<file path="config.mk">
export PLATFORM = sky130hd
export DESIGN_NAME = instr_fetch_queue
export DESIGN_NICKNAME = d
export VERILOG_FILES = /design/src/rtl/instr_fetch_queue.sv
export SDC_FILE = /design/constraint.sdc
export NUM_CORES = 1
export LEC_CHECK = 0
export CORE_MARGIN = 5
export CORE_UTILIZATION = 50
export CTS_CLUSTER_DIAMETER = 60
export DETAILED_ROUTE_END_ITERATION = 7
export GPL_TIMING_DRIVEN = 0
export PLACE_DENSITY = 0.85
export SLEW_MARGIN = 15
export SYNTH_ARGS = -nofsm -noshare
export SYNTH_HDL_FRONTEND = slang
export SYNTH_SLANG_ARGS = --single-unit
export TNS_END_PERCENT = 30
</file>
<file path="constraint.sdc">
create_clock -name clk -period 3.15 [get_ports clk]
set_input_delay 0.4725 -clock clk [delete_from_list [all_inputs] [get_ports clk]]
set_output_delay 0.4725 -clock clk [all_outputs]
set_load 0.01 [all_outputs]
</file>
<file path="src/rtl/instr_fetch_queue.sv">
// Byte-to-halfword instruction assembler with a small tagged FIFO.
// Bytes arrive low-first; each completed pair is queued and handed to the
// core over valid/ready, tagged with a running fetch index (pc_tag).
module instr_fetch_queue #(
    parameter int DEPTH = 4,
    parameter int PTR_W = 2
) (
    input  logic             clk,
    input  logic             rst,
    input  logic [7:0]       byte_in,
    input  logic             byte_valid,
    output logic             byte_ready,
    input  logic             flush,
    input  logic [7:0]       flush_pc,
    output logic [15:0]      instr,
    output logic             instr_valid,
    input  logic             instr_ready,
    output logic [7:0]       pc_tag,
    output logic [PTR_W:0]   count,
    output logic             overrun
);

    typedef enum logic {LOW_BYTE = 1'b0, HIGH_BYTE = 1'b1} half_e;

    logic [PTR_W:0]              wr_q, wr_d, rd_q, rd_d;
    half_e                       half_q, half_d;
    logic [7:0]                  low_q, low_d;
    logic [DEPTH-1:0][15:0]      mem_q, mem_d;
    logic [7:0]                  pc_q, pc_d;
    logic                        overrun_q, overrun_d;

    logic full, empty, accept, pop;

    // Occupancy from extra-MSB pointers; ready is a pure function of full.
    always_comb begin
        full        = (wr_q[PTR_W-1:0] == rd_q[PTR_W-1:0]) && (wr_q[PTR_W] != rd_q[PTR_W]);
        empty       = (wr_q == rd_q);
        byte_ready  = !full;
        instr_valid = !empty;
        instr       = mem_q[rd_q[PTR_W-1:0]];
        count       = wr_q - rd_q;
        pc_tag      = pc_q;
        overrun     = overrun_q;
        accept      = byte_valid && byte_ready;
        pop         = instr_valid && instr_ready;
    end

    // Next-state: flush overrides any same-cycle accept or pop.
    always_comb begin
        wr_d      = wr_q;
        rd_d      = rd_q;
        half_d    = half_q;
        low_d     = low_q;
        mem_d     = mem_q;
        pc_d      = pc_q;
        overrun_d = overrun_q;
        if (flush) begin
            wr_d      = '0;
            rd_d      = '0;
            half_d    = LOW_BYTE;
            overrun_d = 1'b0;
            pc_d      = flush_pc;
        end else begin
            if (byte_valid && !byte_ready)
                overrun_d = 1'b1;
            if (accept) begin
                if (half_q == LOW_BYTE) begin
                    low_d  = byte_in;
                    half_d = HIGH_BYTE;
                end else begin
                    mem_d[wr_q[PTR_W-1:0]] = {byte_in, low_q};
                    wr_d   = wr_q + (PTR_W+1)'(1);
                    half_d = LOW_BYTE;
                end
            end
            if (pop) begin
                rd_d = rd_q + (PTR_W+1)'(1);
                pc_d = pc_q + 8'd1;
            end
        end
    end

    // State registers; storage is cleared only by reset, never by flush.
    always_ff @(posedge clk or posedge rst) begin
        if (rst) begin
            wr_q      <= '0;
            rd_q      <= '0;
            half_q    <= LOW_BYTE;
            low_q     <= '0;
            mem_q     <= '0;
            pc_q      <= '0;
            overrun_q <= 1'b0;
        end else begin
            wr_q      <= wr_d;
            rd_q      <= rd_d;
            half_q    <= half_d;
            low_q     <= low_d;
            mem_q     <= mem_d;
            pc_q      <= pc_d;
            overrun_q <= overrun_d;
        end
    end

endmodule

</file>
# --- Word level (Yosys, flattened, before mapping) ---
# Cells that the tools add are included.
totals:
  ff_bits: 88
  word_cells: 53
op_classes:
  muxes: 17
  n_addsub: 4
  magnitude_cmp: 3
  eq_ne: 3
  n_reduce_logical: 14
  n_bitwise: 2
op_table:
  columns: ["cell", "count"]
  rows:
  - ["64-bit bitwise mux", 1]
  - ["16-bit binary-select mux with 2-bit select", 1]
  - ["16-bit demux with 2-bit select", 1]
  - ["16-bit two-way mux", 2]
  - ["8-bit two-way mux", 2]
  - ["3-bit two-way mux", 5]
  - ["8-bit by 1-bit adder with 8-bit output, second input constant", 1]
  - ["2-bit nonzero test", 4]
  - ["3-bit by 1-bit adder with 3-bit output, second input constant", 2]
  - ["2-bit by 3-bit < comparator with 1-bit output, second input constant", 2]
  - ["3-bit AND reduction", 2]
  - ["1-bit logical AND", 5]
  - ["1-bit two-way mux", 5]
  - ["3-bit equality test", 1]
  - ["3-bit subtractor", 1]
  - ["2-bit equality test", 1]
  - ["2-bit by 1-bit greater-or-equal comparator with 1-bit output, second input constant", 1]
  - ["1-bit logical NOT", 2]
  - ["1-bit inverter", 2]
  - ["2-bit AND reduction", 1]
  - ["1-bit != test", 1]

# --- Longest topological paths before layout ---
# Gate-level depths: netlist of run 1.
depth:
  word_depth: 6
  mapped_depth: 10
  mapped_depth_nobuf: 6

# --- Least setup slack after synthesis of run 1 ---
# No wires, ideal clock.
synth_timing:
  path_kind: "reg2reg"
  startpoint: "register rd_q[1]"
  endpoint: "register mem_q[0] (netlist bit)"
  setup_time_ns: 0.125
  path_slack_ns: 0.208
  path_buffers: 4
  arrival_time_ns: 2.818
  path_stages_with_launch: 11
  period_less_slack_ns: 2.942
  path_cell_list: "dfrtp_1 > clkbuf_1 > buf_1 > inv_1 > ha_1 > and2_1 > buf_2 > a2111oi_4 > nand2_2 > buf_6 > mux2_2"
synth_between:
  elab_chain_len: 5
synth_rtl:
  columns: ["item", "line", "text"]
  rows:
  - ["from (decl)", "25", "logic [PTR_W:0] wr_q, wr_d, rd_q, rd_d;"]
  - ["from (signal assigned)", "95", "rd_q <= rd_d;"]
  - ["2-bit equality test", "36", "full = (wr_q[PTR_W-1:0] == rd_q[PTR_W-1:0]) && (wr_q[PTR_W] != rd_q[PTR_W]);"]
  - ["1-bit logical AND", "36", null]
  - ["1-bit logical NOT", "38", "byte_ready = !full;"]
  - ["1-bit logical AND", "44", "accept = byte_valid && byte_ready;"]
  - ["3-bit AND reduction (no line)", null, null]
  - ["to (signal assigned)", "98", "mem_q <= mem_d;"]
  - ["to (decl)", "28", "logic [DEPTH-1:0][15:0] mem_q, mem_d;"]
# Every way passes these cells.
# A chain may end at the register's enable or synchronous reset.

# --- Worst setup path after layout of run 1 ---
layout_timing:
  startpoint: "register rd_q[0]"
  endpoint: "output instr[11]"
layout_between:
  elab_chain_len: 2
layout_rtl:
  columns: ["item", "line", "text"]
  rows:
  - ["16-bit binary-select mux with 2-bit select", "40", "instr = mem_q[rd_q[PTR_W-1:0]];"]
  - ["16-bit two-way mux (implied by the code)", "40", null]
  - ["to (decl)", "15", "output logic [15:0] instr,"]
# Every way passes these cells. The select of a mux whose other input is x is not followed.

==> results of run 1 <==
[metrics by stage]
step	area, um^2	setup slack (ns)	hold slack (ns)
2_1_floorplan	4070	0.208	0.474
3_3_place_gp	4700	-0.835	0.481
3_5_place_dp	4730	-0.593	0.487
4_1_cts	4920	0.0328	0.490
5_1_grt	4930	0.0335	0.519
6_report	4930	0.156	0.483
[registers in the layout (all words and copies together), names as in the netlist]
name,cells
half_q,1
low_q,8
mem_q,64
overrun,1
pc_tag,8
rd_q,3
wr_q,3
[per-layer routing]
metal,up-vias,share of wire,track usage
li1,1126,-,-
met1,1258,0.43,0.237
met4,0,0.016,0.0694
met2,39,0.53,0.288
met3,10,0.029,0.0320
met5,-,0,0
[power groups by stage]
| stage | registers (mW) | logic (mW) | clock network [mW] |
|---|---|---|---|
| floorplan | 1.41 | 0.475 | 0 |
| global placement | 1.43 | 0.808 | 0 |
| detailed placement | 1.45 | 0.831 | 0 |
| CTS | 1.43 | 0.836 | 0.734 |
| global route | 1.45 | 0.889 | 0.782 |
| finish | 1.43 | 0.822 | 0.722 |
[cells in the final DEF, fill, tap and decap left out, types with 4 or more instances in the layout]
cell type and n:
dfrtp_1 87, mux2_2 74, clkdlybuf4s50_1 50, mux4_2 16, nand2_1 13, clkbuf_8 10, ha_1 8, xor2_1 7
inv_1 7, nor2_1 7, o21ai_0 7, xnor2_1 6, buf_6 5, nand2_2 4, nand4_1 4
[worst max-delay path, stage by stage, from the launching register on]
cell and delay (ns):
dfrtp_1 0.42, clkbuf_2 0.33, clkbuf_4 0.36, mux4_2 0.56, clkdlybuf4s50_1 0.50
[final timing paths]
kind	from	endpoint	slack [ns]	cells after the start
worst max-delay path	rd_q[0]$_DFFE_PP0P_	instr[11]	0.16	4
min in group clk	mem_q[62]$_DFFE_PP0P_	mem_q[62]$_DFFE_PP0P_	0.51	1
worst min register to register	mem_q[62]$_DFFE_PP0P_	mem_q[62]$_DFFE_PP0P_	0.51	1
worst min-delay path	rst	pc_tag[1]$_DFFE_PP0P_	0.48	2
worst max register to register	rd_q[1]$_DFFE_PP0P_	mem_q[49]$_DFFE_PP0P_	0.26	10
max in group asynchronous	rst	mem_q[13]$_DFFE_PP0P_	2.05	3
[area by class of cell]
class                   count  area [um^2]  share of cell area
flip-flops and latches     88         2200               0.447
multi-input cells         167         1760               0.357
repair buffers             51          528               0.107
clock buffers              11          141              0.0287
well taps                 105          131              0.0267
plain buffers              12         93.8              0.0190
clock inverters             5         40.0             0.00812
inverters                   8         32.5             0.00660
[cell families (layout without fill, tap and decap cells)]
group | after synthesis | in the layout | share of synthesized area
buf+inv | 20 | 87 | 0.0267
mux | 93 | 93 | 0.301
xor+xnor | 14 | 14 | 0.0320
flops | 88 | 88 | 0.541
compound gates | 20 | 20 | 0.0344
simple gates | 31 | 31 | 0.0354
fa+ha+maj | 9 | 9 | 0.0295
==> results by group, run 1 <==
Run status
  – Status: finished clean

Clocking
  – CTS Buffer Depth: 2
  – H-tree depth: 3
  – Worst-Skew Late Latency: 0.35 ns
  – Cts bufs inserted: 9
  – Root Buffer: clkbuf_8
  – TritonCTS sink count: 88
  – CTS tree: built
  – Clock-pin transition on the worst setup and hold timing paths: 0.09 ns
  – Setup bufs post-CTS: 0
  – Post_cts resized: 5
  – CTS hold repair buffers: 0

Logic synthesis
  – Syn Area/Cell: 14.8 um^2
  – Post-synth EDFFs: 0
  – Seq cells post-synth: 88
  – Synthesized Nets: 305
  – Count leader, synth: dfrtp_1
  – Top-area cell type share of the netlist area: 0.541
  – Post-synthesis sequential area ratio: 0.541
  – Most used DFF post-synth: dfrtp_1
  – Top post-synthesis cells by count: dfrtp_1, mux2_2, mux4_2
  – Syn Std Cell Area: 0.00407 mm^2
  – Synth warnings: 0
  – Unique cell type count in the Yosys netlist: 28
  – Largest cells by area after synthesis: dfrtp_1, mux2_2, mux4_2
  – Synth area leader: dfrtp_1
  – Post-synth ARST share: 1.00
  – Synthesized instance count: 275

Cells and area
  – Share of layout cells above drive strength 1: 0.363
  – Diodes inserted: 0
  – Filler-free cell count of the finished design: 447
  – Fin nets: 367
  – P&R area growth vs syn: 21.1%
  – Final core utilization: 0.612
  – Fillers: 624

Pwr
  – Switching portion of total power: 0.283
  – Cell Pwr Density: 603 mW/mm^2
  – Max VDD drop: 0.335 mV
  – Pwr Total: 2.97 mW
  – Internal power: 2.13 mW
  – P_sw: 840 uW
  – Sequential share of power: 0.480
  – Combinational share of power: 0.277
  – P_leak: 2.22 nW
  – Clock network power share: 0.243

Placement
  – GPL Wtd Cong: 0.810
  – Number of port buffers: 50
  – Placed cells: 431
  – Post-detail-place hpwl: 5.64 mm

Die
  – Core ar.: 0.00805 mm^2
  – Die Span X: 100 um
  – Initial Util: 0.505
  – Row cnt: 33
  – I/O pins: 51
  – DIE HEIGHT: 100 um
  – Die Area: 0.0100 mm^2

Routing
  – Residual DRC count: 0
  – Vias/cell: 5.44
  – Remaining antenna violation count: 0
  – Wire length per cell: 18.2 um
  – Vias: 2433
  – Pre-antenna DRT Iters: 4
  – Initial DRC count: 44
  – Final wirelength: 8.11 mm

GRT
  – Total global routing overflow: 0
  – GR Util All Layers: 0.177
  – Vias in the first global route: 2618
  – Global-route wire length before repair: 13.7 mm
  – Initial antenna violation count: 0
  – Largest net degree at the start of global routing: 55

Worst setup path
  – Critical Path RT: 2.68 ns
  – Worst Path Max Fanout: 10
  – CP arrival: 2.52 ns
  – Crit path launch type: register
  – Worst setup EP type: primary output
  – Worst Path Class, Setup: reg -> out

Timing
  – Max_slew headroom: 0.647
  – Max Clk Rate: 334 MHz
  – Post-Route Skew: 0.00928 ns
  – RSZ-0062 raised after global routing: no
  – Fin crit period: 2.99 ns
  – Setup Viol. Count Final: 0
  – Max Slew Vio Count: 0
  – Final worst-path cycle share: 0.950
  – Setup_tns: 0 ns
  – Least-Margin Pin Slew: 0.528 ns
  – Final hold violation count: 0

Run
  – Max-Cap Viols: 0

Min path
  – HP Class: in -> async
No activity file was read; power rests on OpenSTA's default activity.
==> run 2, diff against run 1 <==
Settings changed: CAP_MARGIN set to 25, HOLD_SLACK_MARGIN set to 0.06.
==> results of run 2 <==
Same layout as run 1: the final DEF is identical, and so are final timing and power.
==> run 3, diff against run 2 <==
Settings changed: CELL_PAD_IN_SITES_DETAIL_PLACEMENT set to 1, CELL_PAD_IN_SITES_GLOBAL_PLACEMENT set to 1, CORE_UTILIZATION 50 to 41, PLACE_DENSITY 0.85 to 0.84.
==> results by group, run 3 (synthesized netlist as in run 1, its figures left out) <==
Cells and area
  – Fin nets: 366
  – Share of layout cells above drive strength 1: 0.361
  – Diodes inserted: 0
  – Most frequent cells in the layout: dfrtp_1, mux2_2, clkdlybuf4s50_1, mux4_2, nand2_1
  – Most common cell after layout, fill and taps aside: dfrtp_1
  – P&R area growth vs syn: 21.8%
  – Final instance area: 0.00495 mm^2
  – Number of flip-flops in the largest register: 64
  – Largest Register: mem_q
  – Final core utilization: 0.509
  – Filler-free cell count of the finished design: 474
  – Fillers: 999

Die
  – Initial Util: 0.418
  – DIE HEIGHT: 110 um
  – Die Area: 0.0120 mm^2
  – Core ar.: 0.00973 mm^2
  – Row cnt: 36
  – I/O pins: 51
  – Die Span X: 110 um

Worst setup path
  – Cells along the critical path: clkbuf_2 > buf_4 > mux4_2 > clkdlybuf4s50_1
  – Slowest CP cell: mux4_2
  – Critical Path RT: 2.68 ns
  – Crit path launch type: register
  – R2r setup slk: 0.31 ns
  – Worst setup EP type: primary output
  – CP arrival: 2.49 ns
  – Worst R2R Start: rd_q[1]$_DFFE_PP0P_
  – Largest stage delay, worst path: 0.54 ns
  – Worst Path Class, Setup: reg -> out
  – Worst r2r path cells: 9
  – Worst r2r dst: mem_q[31]$_DFFE_PP0P_
  – Worst Path Max Fanout: 10

GRT
  – Largest net degree at the start of global routing: 63
  – GR Util met2: 0.291
  – M3 GR Usage: 0.0305
  – Total global routing overflow: 0
  – Met1 Resource Use GR: 0.203
  – Vias in the first global route: 2847
  – Global-route wire length before repair: 15.1 mm
  – Grt peak-use layer: met2
  – Initial antenna violation count: 0
  – GR Util All Layers: 0.167

Pwr
  – Cell Pwr Density: 599 mW/mm^2
  – P_leak: 2.22 nW
  – Max VDD drop: 0.210 mV
  – Internal power: 2.12 mW
  – Combinational share of power: 0.280
  – Switching portion of total power: 0.287
  – P_sw: 854 uW
  – Pwr Total: 2.97 mW
  – Clock network power share: 0.241
  – Sequential share of power: 0.480

Routing
  – Wire length per cell: 18.9 um
  – Vias: 2464
  – Final wirelength: 8.97 mm
  – Residual DRC count: 0
  – Initial DRC count: 78
  – Remaining antenna violation count: 0
  – Vias/cell: 5.20
  – Pre-antenna DRT Iters: 4

Clocking
  – Setup bufs post-CTS: 0
  – Clock-pin transition on the worst setup and hold timing paths: 0.09 ns
  – CTS Buffer Depth: 2
  – H-tree depth: 3
  – Root Buffer: clkbuf_8
  – CTS tree: built
  – Worst-Skew Late Latency: 0.36 ns
  – TritonCTS sink count: 88
  – Cts bufs inserted: 9

Timing
  – Max_slew headroom: 0.565
  – Least-Margin Pin Slew: 0.650 ns
  – Final hold slack: 0.447 ns
  – Max Slew Vio Count: 0
  – Final worst-path cycle share: 0.942
  – Setup Viol. Count Final: 0
  – Fin crit period: 2.97 ns
  – Post-Route Skew: 0.0128 ns
  – Max Clk Rate: 337 MHz
  – Setup_tns: 0 ns
  – Final hold violation count: 0
  – RSZ-0062 raised after global routing: no
  – Final worst slack: 0.184 ns

Placement
  – Number of port buffers: 50
  – Placed Area: 0.00477 mm^2
  – Post-detail-place hpwl: 6.44 mm
  – GPL Wtd Cong: 0.748
  – Dpl ws: -0.766 ns
  – Placed cells: 459

Run status
  – Status: finished clean

Run
  – Max-Cap Viols: 0

Min path
  – HP Class: in -> async
run 3: cell count changes in the layout (fill, tap and decap cells not counted):
cell | previous run | this run
clkbuf_4 | 1 | 0
buf_6 | 5 | 4
inv_6 | 1 | 3
clkinvlp_4 | 3 | 2
run 3: routing by layer:
layer  vias to the layer above  part of all wire  wire length, um
li1                       1117                 -                -
met1                      1296              0.42             3730
met2                        37              0.54             4820
met3                        14             0.025              227
met4                         0             0.020              182
met5                         -                 0                0
run 3: how the worst max path moves through the flow:
| stage | from | to | slack (ns) | cells past startpoint |
|---|---|---|---|---|
| CTS | rd_q[1]$_DFFE_PP0P_ | byte_ready | 0.02 | 8 |
| global route | rd_q[0]$_DFFE_PP0P_ | instr[10] | 0.06 | 4 |
| floorplan | rd_q[1]$_DFFE_PP0P_ | mem_q[0]$_DFFE_PP0P_ | 0.21 | 10 |
| detailed placement | rd_q[1]$_DFFE_PP0P_ | mem_q[31]$_DFFE_PP0P_ | -0.77 | 10 |
| finish | rd_q[0]$_DFFE_PP0P_ | instr[6] | 0.18 | 4 |
| global placement | rst | mem_q[9]$_DFFE_PP0P_ | -0.94 | 2 |
run 3: final cells by class:
| cell class | count | area, um^2 | share of cell area |
|---|---|---|---|
| sequential | 88 | 2200 | 0.445 |
| clock buffer | 10 | 128 | 0.0258 |
| buffer | 11 | 88.8 | 0.0179 |
| multi-input combinational | 167 | 1760 | 0.355 |
| inverter | 8 | 32.5 | 0.00657 |
| clock inverter | 6 | 50.0 | 0.0101 |
| timing repair buffer | 51 | 528 | 0.107 |
| tap | 133 | 166 | 0.0336 |
run 3: repair_timing:
action	CTS	global route
resized for setup	7	1
hold buffers	0	0
endpoints found under the setup margin	93	36
run 3: worst max-delay path: cells and delay by family, from the launching register on:
kind                   cells  cell delay (ns)
multiplexers               1             0.54
buffers and inverters      3             1.15
flip-flops                 1             0.44
run 3: power by group through the flow:
stage	Combinational [mW]	Clock (mW)	Sequential, mW
2_1_floorplan	0.475	0	1.41
3_3_place_gp	0.816	0	1.43
3_5_place_dp	0.842	0	1.45
4_1_cts	0.849	0.741	1.43
5_1_grt	0.900	0.802	1.45
6_report	0.830	0.715	1.42
